<file path="src/rtl/ring_counter_gen.sv">
// Parametrised one-hot ring / Johnson shift counter with direction, load, wrap pulse and tap.
// Define RING_SELF_CORRECT_EN to restore INIT (and pulse err) on corrupted ring states.
module ring_counter_gen #(
  parameter int               WIDTH = 16,
  parameter int               TAP   = 9,
  parameter int               MODE  = 0,
  parameter logic [WIDTH-1:0] INIT  = WIDTH'(1)
) (
  input  logic             clk,
  input  logic             rst_n,
  input  logic             enable,
  input  logic             dir,
  input  logic             load,
  input  logic [WIDTH-1:0] load_val,
  output logic [WIDTH-1:0] count,
  output logic             count_pulse,
  output logic             wrap,
  output logic             err
);

  logic [WIDTH-1:0] count_reg, count_next;
  logic [WIDTH-1:0] shl, shr;
  logic             wrap_reg, wrap_next;
  logic             err_reg, err_next;
  logic             fb_left, fb_right;
  logic             invalid;

  // Johnson mode feeds back the inverted outgoing bit; ring mode feeds it back unchanged.
  if (MODE == 1) begin : g_johnson
    assign fb_left  = ~count_reg[WIDTH-1];
    assign fb_right = ~count_reg[0];
  end else begin : g_ring
    assign fb_left  = count_reg[WIDTH-1];
    assign fb_right = count_reg[0];
  end

  for (genvar gi = 0; gi < WIDTH; gi++) begin : g_shift
    if (gi == 0) begin : g_lsb
      assign shl[gi] = fb_left;
    end else begin : g_mid_l
      assign shl[gi] = count_reg[gi-1];
    end
    if (gi == WIDTH-1) begin : g_msb
      assign shr[gi] = fb_right;
    end else begin : g_mid_r
      assign shr[gi] = count_reg[gi+1];
    end
  end

`ifdef RING_SELF_CORRECT_EN
  assign invalid = (MODE == 0) && ($countones(count_reg) != 1);
`else
  assign invalid = 1'b0;
`endif

  always_comb begin
    count_next = count_reg;
    wrap_next  = 1'b0;
    err_next   = 1'b0;
    if (load) begin
      count_next = load_val;
    end else if (enable) begin
      if (invalid) begin
        count_next = INIT;
        err_next   = 1'b1;
      end else begin
        count_next = dir ? shr : shl;
        wrap_next  = (count_next == INIT);
      end
    end
  end

  always_ff @(posedge clk or negedge rst_n) begin
    if (!rst_n) begin
      count_reg <= INIT;
      wrap_reg  <= 1'b0;
      err_reg   <= 1'b0;
    end else begin
      count_reg <= count_next;
      wrap_reg  <= wrap_next;
      err_reg   <= err_next;
    end
  end

  assign count       = count_reg;
  assign count_pulse = count_reg[TAP];
  assign wrap        = wrap_reg;
  assign err         = err_reg;

endmodule

</file>
<file path="config.mk">
export PLATFORM = sky130hd
export DESIGN_NAME = ring_counter_gen
export DESIGN_NICKNAME = d
export VERILOG_FILES = /design/src/rtl/ring_counter_gen.sv
export SDC_FILE = /design/constraint.sdc
export NUM_CORES = 1
export LEC_CHECK = 0
export BUFFER_PORTS_ARGS = -buffer_cell sky130_fd_sc_hd__buf_2
export CORE_UTILIZATION = 25
export CTS_CLUSTER_SIZE = 10
export DETAILED_ROUTE_END_ITERATION = 16
export SETUP_SLACK_MARGIN = 0.15
export SLEW_MARGIN = 25
export SYNTH_ARGS = -nofsm -noshare
export SYNTH_HDL_FRONTEND = slang
export SYNTH_SLANG_ARGS = --single-unit
</file>
<file path="constraint.sdc">
create_clock -name clk -period 2.1 [get_ports clk]
set_input_delay 0.105 -clock clk [delete_from_list [all_inputs] [get_ports clk]]
set_output_delay 0.105 -clock clk [all_outputs]
set_load 0.05 [all_outputs]
</file>
======== Word-level counts from Yosys, hierarchy flattened ========
Index checks and enable logic that the tools add are counted.
storage, ports and cells
  flip-flop bits (word level) ............. 17
  input port bits ......................... 21
  output and inout port bits .............. 19
  word-level logic and storage cells ...... 9
operators by class
  eq/ne operators ......................... 1
  multiplexer cells ....................... 5
  reductions and logical operators ........ 1
operator list
  operator             number
  $mux 16              3
  $eq 16x1->1 const B  1
  $mux 1               2
  $reduce_bool 2->1    1

======== Depth between registers and ports, before layout ========
Gate-level depths: netlist of the first run.
  depth after elaboration ................. 4
  depth in mapped cells ................... 5
  depth with buffers taken out ............ 3

======== Worst setup path after synthesis of the first run ========
Ideal clock, no wire load.
  path type ............................... reg-to-reg
  from .................................... reg count_reg[13], in the netlist count[13]
  to ...................................... reg wrap_reg, in the netlist wrap
  setup time .............................. 96 ps
  data arrival time ....................... 1,526 ps
  data required time ...................... 2,004 ps
  setup slack ............................. 478 ps
  cell stages (with the launch flop) ...... 4
  buffers on the path ..................... 0
  period minus slack after synthesis ...... 1,622 ps
  cell sequence ........................... dfrtp_1 -> or4_1 -> o22a_1 -> nor4_2
on the way
  longest elaborated chain between the ends .. 4
ends and longest elaborated chain
  item                    RTL line  text
  from (decl)             21        logic [WIDTH-1:0] count_reg, count_next;
  from (signal assigned)  79        count_reg <= count_next;
  $mux 16                 67        count_next = dir ? shr : shl;
  $eq 16x1->1             68        wrap_next = (count_next == INIT);
  $mux 1                  62        end else if (enable) begin
  $mux 1                  60        if (load) begin
  net wrap_next           23        logic wrap_reg, wrap_next;
  to (signal assigned)    80        wrap_reg <= wrap_next;
  to (decl)               23
The timed path passes the listed nets, and every way through them passes these cells.
A chain may end at the register's enable or synchronous reset.

======== Worst setup path in the final report of the first run ========
Same ends and word-level chain as after synthesis.

==> impl_metrics.json, run 1 <==
{
  "critPathRequiredTime_ps": 2260,
  "critical_path_buf_inv_count": 0,
  "crit_family": "simple AND/OR/NAND/NOR gates",
  "power_density_nw_per_um2": 762,
  "num_antenna_cells": 0,
  "ios": 40,
  "status": "finished, final reports clean",
  "grt-ovfl-total": 0,
  "dp_slack_ps": 568,
  "ys_seq_area_share_pct": 41.5,
  "worstHoldEndpoint": "count[4]",
  "ant_nets": 0,
  "critPathArrivalTime_ps": 1620,
  "post_synth.cell_area_avg_sq_um": 10.1,
  "reg2regPathDepth": 3,
  "drtIter0Drc": 16,
  "synth-edff-count": 0,
  "synth_fp_nets": 123,
  "drc": 0,
  "synthToLayoutAreaGrowth_pct": 24.6,
  "grt_pass1_wl_um": 4400,
  "dieHeight_um": 66.1,
  "path_max_fanout": 5,
  "drv_cap": 0,
  "die_w_um": 66.1,
  "start_kind": "flip-flop",
  "multiInputGateArea_sq_um": 542,
  "leakagePower_nw": 0.666,
  "fin_crit_ps": 1460,
  "synth_warnings": 0,
  "core_area_sq_um": 3800,
  "fin_util_pct": 33.7,
  "synth_top_area_share_pct": 38.9,
  "netlist_top_cells_count": "dfrtp_1, mux2i_1, a211oi_1, a21o_1, nor2_1",
  "finalPower_w": 0.000976,
  "gp_congestion": 0.825,
  "drive_above_1_share_pct": 33.3,
  "setup_viol": 0,
  "holdPathStages": 2,
  "r2r_slack_ps": 640,
  "cts_buffer_depth": 2,
  "worstPathCellList": "or4_1 > o22a_1 > nor4_2",
  "wl_met1_um": 1270,
  "grt_pass1_vias": 931,
  "fmax_mhz": 684,
  "largest_register_ffs": 16,
  "insertion_delay_ps": 250,
  "fin_skew_ps": 1.28,
  "routed_via_density": 4.96,
  "worstMarginPinSlew_ps": 575,
  "synthSimpleGateAreaFrac_pct": 11.9,
  "grt_max_degree": 34,
  "cts_sinks": 17,
  "synth_compound_area_share_pct": 23.7,
  "hold_violations": 0,
  "first_pass_iters": 4,
  "n_fill_cell": 412,
  "wl_met2_um": 1220,
  "synth_adder_area_share_pct": 0,
  "synthXorXnorAreaFrac_pct": 0,
  "synth.area.mux_share_pct": 16.7,
  "rr_startpoint": "count[13]",
  "post_cts_buffers": 0,
  "antenna_found_initial": 0,
  "clk_pin_slew_worst_paths_ps": 70,
  "drv_slew": 0,
  "routed_wl_um": 2630,
  "fin_nets": 157,
  "cp_slowest_cell": "or4_1",
  "dp_hpwl_um": 1900,
  "ir_drop_mv": 0.302,
  "crit_type": "flip-flop to flip-flop",
  "synthCells": 102,
  "ys_types": 22,
  "ff_latch_area_sq_um": 427,
  "cp_slowest_stage_delay_ps": 530,
  "rsz0062_at_grt": "no",
  "worst_slack_ps": 638,
  "hold_slack_ps": 54.2,
  "cts_tree": "yes",
  "port_buffers": 38,
  "tns_ps": 0,
  "ys_top_cells_by_area": "dfrtp_1, mux2i_1, a211oi_1",
  "dr_wl_met3_um": 128,
  "cts_made_buffers": 3,
  "avgRoutedWirePerCell_um": 14.4,
  "r2r-end": "wrap",
  "synth-seq-cells": 17,
  "netlist_area_sq_um": 1030,
  "maxSlewHeadroom_pct": 61.7,
  "track_usage_pct": 13.3,
  "async_reset_ff_share_pct": 100,
  "rows": 22,
  "synth_top_family_by_area": "compound AO/OA/AOI/OAI gates",
  "die_area_sq_um": 4370,
  "routed.top_layer": "met4",
  "cts_root_buffer": "clkbuf_8",
  "critPathCaptureType": "flip-flop",
  "period_share_pct": 69.6,
  "hold_class": "primary input to flip-flop",
  "start_util_pct": 27.1,
  "htreeDepth": 1,
  "hp-start": "load_val[4]",
  "synthFlopType": "dfrtp_1",
  "vias": 907,
  "synth_area_leader_cell": "dfrtp_1"
}
[how the worst max path moves through the flow]
| stage | endpoint | slack (ps) | cells after the start | startpoint |
|---|---|---|---|---|
| floorplan | wrap | 480 | 3 | count[13] |
| global placement | wrap | 630 | 4 | dir |
| detailed placement | wrap | 570 | 4 | dir |
| CTS | wrap | 620 | 3 | count[13] |
| global route | wrap | 580 | 3 | count[13] |
| finish | wrap | 640 | 3 | count[13] |
[routing by layer]
layer,vias up,GRT usage (%)
met3,2,3.28
met5,-,0
met4,0,4.79
met1,434,18.1
li1,444,-
met2,27,20.2
[cells by family after synthesis]
logic type,after synthesis
other,1
flip-flops,17
AO/OA/AOI/OAI,32
AND/OR/NAND/NOR,24
buffers and inverters,11
multiplexers,17
[per-stage QoR]
| step | area (sq um) | cells |
|---|---|---|
| 4_1_cts | 1280 | 183 |
| 6_report | 1280 | 183 |
| 3_3_place_gp | 1230 | 178 |
| 2_1_floorplan | 1030 | 102 |
| 5_1_grt | 1280 | 183 |
| 3_5_place_dp | 1230 | 178 |
[layout make-up]
type	count	share of cell area, %
clock buffers	4	3.52
flip-flops and latches	17	33.3
repair buffers	40	16.2
multi-input cells	74	42.3
well taps	48	4.69
[layout by cell type, fill, tap and decap left out, drive strengths merged]
cell type	synthesis	final
a211oi	15	15
a21o	15	15
a221o	1	1
buf	6	39
clkbuf	5	4
conb	1	1
dfrtp	16	16
dfstp	1	1
dlygate4sd3	0	1
mux2	1	1
mux2i	16	16
nand3	1	1
nand4	2	2
nor2	15	15
nor2b	1	1
nor3	1	1
nor3b	1	1
nor4	1	1
o22a	1	1
or4	1	1
or4b	1	1
[where the power goes]
group	internal, W	switching (W)
logic	0.000101	0.000222
registers	0.000361	0.0000431
clock network	0.000135	0.000113
[what timing repair did]
action / in CTS / in global routing
hold buffers: 1 / 0
gates resized for setup: 0 / 0
endpoints found under the hold margin: 16 / 0
Note: power is estimated with default switching activity, not from simulation.
==> run 2, diff against run 1 <==
clock period = 1.25 ns   (was 2.1 ns; I/O delays follow)
==> run 2 against run 1 <==
Net effect: the flow now finishes with violations (negative setup slack); first-iteration DRC count fell by 31%; clock skew barely moved; fmax rose by 9.9%; sequential share of layout area fell by 4.2 points; global-route usage rose by 0.59 points; flip-flop and latch count did not move; design area rose by 19%; setup slack got worse by 720 ps; total power rose by 83%; largest cell class unchanged; largest power group is now combinational logic; highest routed layer unchanged.
==> impl_metrics.json, run 2 (synthesized netlist as in run 1, its figures left out) <==
{
  "ant_nets": 0,
  "routed_via_density": 4.93,
  "ff_latch_area_sq_um": 444,
  "first_pass_iters": 4,
  "fin_skew_ps": 1.25,
  "start_util_pct": 27.1,
  "holdPathStages": 2,
  "drv_slew": 0,
  "worstPathCellList": "or4_1 > o22a_1 > nor4_2",
  "drc": 0,
  "dp_hpwl_um": 2120,
  "tns_ps": -79.8,
  "start_kind": "flip-flop",
  "largest_register_ffs": 16,
  "cts_sinks": 17,
  "status": "finished with violations",
  "rr_startpoint": "count[6]",
  "mostFrequentLayoutCell": "buf_2",
  "cts_made_buffers": 3,
  "final_cells": 193,
  "worstHoldEndpoint": "count[3]",
  "fin_util_pct": 40.1,
  "critPathRequiredTime_ps": 1410,
  "drv_cap": 0,
  "drive_above_1_share_pct": 55.9,
  "violations": "negative setup slack",
  "grt-ovfl-total": 0,
  "worst_slack_ps": -79.8,
  "fmax_mhz": 752,
  "ir_drop_mv": 0.530,
  "critical_path_buf_inv_count": 0,
  "htreeDepth": 1,
  "routed_wl_um": 2810,
  "critPathCaptureType": "flip-flop",
  "r2r-end": "wrap",
  "hold_violations": 0,
  "critPathArrivalTime_ps": 1490,
  "n_fill_cell": 394,
  "reg2regPathDepth": 3,
  "core_area_sq_um": 3800,
  "cts_root_buffer": "clkbuf_8",
  "setup_viol": 1,
  "clk_pin_slew_worst_paths_ps": 70,
  "vias": 951,
  "cp_slowest_stage_delay_ps": 520,
  "fin_nets": 167,
  "dieHeight_um": 66.1,
  "cp_slowest_cell": "or4_1",
  "cts_tree": "yes",
  "grt_pass1_wl_um": 4660,
  "path_max_fanout": 2,
  "fin_crit_ps": 1330,
  "cts_buffer_depth": 2,
  "antenna_found_initial": 0,
  "track_usage_pct": 13.9,
  "dpl_cell_area_sq_um": 1350,
  "synthToLayoutAreaGrowth_pct": 48.2,
  "port_buffers": 38,
  "crit_type": "flip-flop to flip-flop",
  "leakagePower_nw": 0.721,
  "num_antenna_cells": 0,
  "multiInputGateArea_sq_um": 642,
  "period_share_pct": 106,
  "hp-start": "load_val[3]",
  "gp_congestion": 0.761,
  "crit_family": "simple AND/OR/NAND/NOR gates",
  "dp_slack_ps": -92.3,
  "r2r_slack_ps": -80,
  "die_w_um": 66.1,
  "drtIter0Drc": 11,
  "power_density_nw_per_um2": 1170,
  "dp.cells": 188,
  "grt_pass1_vias": 995,
  "stdcell_area_sq_um": 1520,
  "avgRoutedWirePerCell_um": 14.6,
  "grt_max_degree": 19,
  "ios": 40,
  "die_area_sq_um": 4370,
  "rsz0062_at_grt": "yes",
  "mostFrequentLayoutCells": "buf_2, nor2_1, a21o_1",
  "rows": 22,
  "hold_class": "primary input to flip-flop",
  "insertion_delay_ps": 250
}
==> run 2: cell count changes in the layout (fill, tap and decap cells not counted), sizes merged <==
cell,previous run,this run
buf,39,49
==> run 2: worst max-delay path by stage <==
| stage | start | endpoint | slack, ps | cells past startpoint |
|---|---|---|---|---|
| after CTS | count[6] | wrap | -90 | 3 |
| final | count[6] | wrap | -80 | 3 |
| after global placement | count[6] | wrap | -70 | 3 |
| after floorplan | count[6] | wrap | -220 | 3 |
| after detailed placement | count[6] | wrap | -90 | 3 |
| after global routing | count[7] | wrap | -150 | 3 |
==> run 2: per-stage QoR <==
stage / total power, W / hold slack [ps]
6_report: 0.00179 / 10.4
5_1_grt: 0.00188 / 2.40
4_1_cts: 0.00175 / 8.86
3_5_place_dp: 0.00130 / 19.3
3_3_place_gp: 0.00129 / 21.2
2_1_floorplan: 0.00110 / -233
==> run 2: cell type report <==
| type | count | share of cell area (%) |
|---|---|---|
| timing repair buffer | 50 | 21.8 |
| tap | 48 | 3.94 |
| multi-input combinational | 74 | 42.1 |
| sequential | 17 | 29.1 |
| clock buffer | 4 | 2.96 |
==> run 2: metal layers <==
metal  vias up  wire, um  track usage, %
met3         2       131            2.59
met4         0        16            3.19
met5         -         0               0
met1       452      1330            18.7
met2        30      1330            22.8
li1        467         -               -
==> run 2: report_power, final <==
group	leakage (nW)	switching, W	internal (W)	total (W)
logic	0.510	0.000427	0.000266	0.000693
clock network	0.0228	0.000186	0.000226	0.000412
registers	0.189	0.0000690	0.000616	0.000685
total	0.721	0.000682	0.00111	0.00179
==> run 2: repair_timing <==
item | in CTS | in global routing
hold endpoints to repair | 16 | 0
gates resized for setup | 9 | 19
setup buffers | 0 | 0
pin swaps | 1 | 3
endpoints found under the setup margin | 7 | 13
hold buffers | 1 | 0
==> run 2: worst register-to-register path, delay by kind of cell (launching register included) <==
kind,cells,cell delay (ps)
AO/OA/AOI/OAI,1,210
flip-flops,1,400
AND/OR/NAND/NOR,2,640
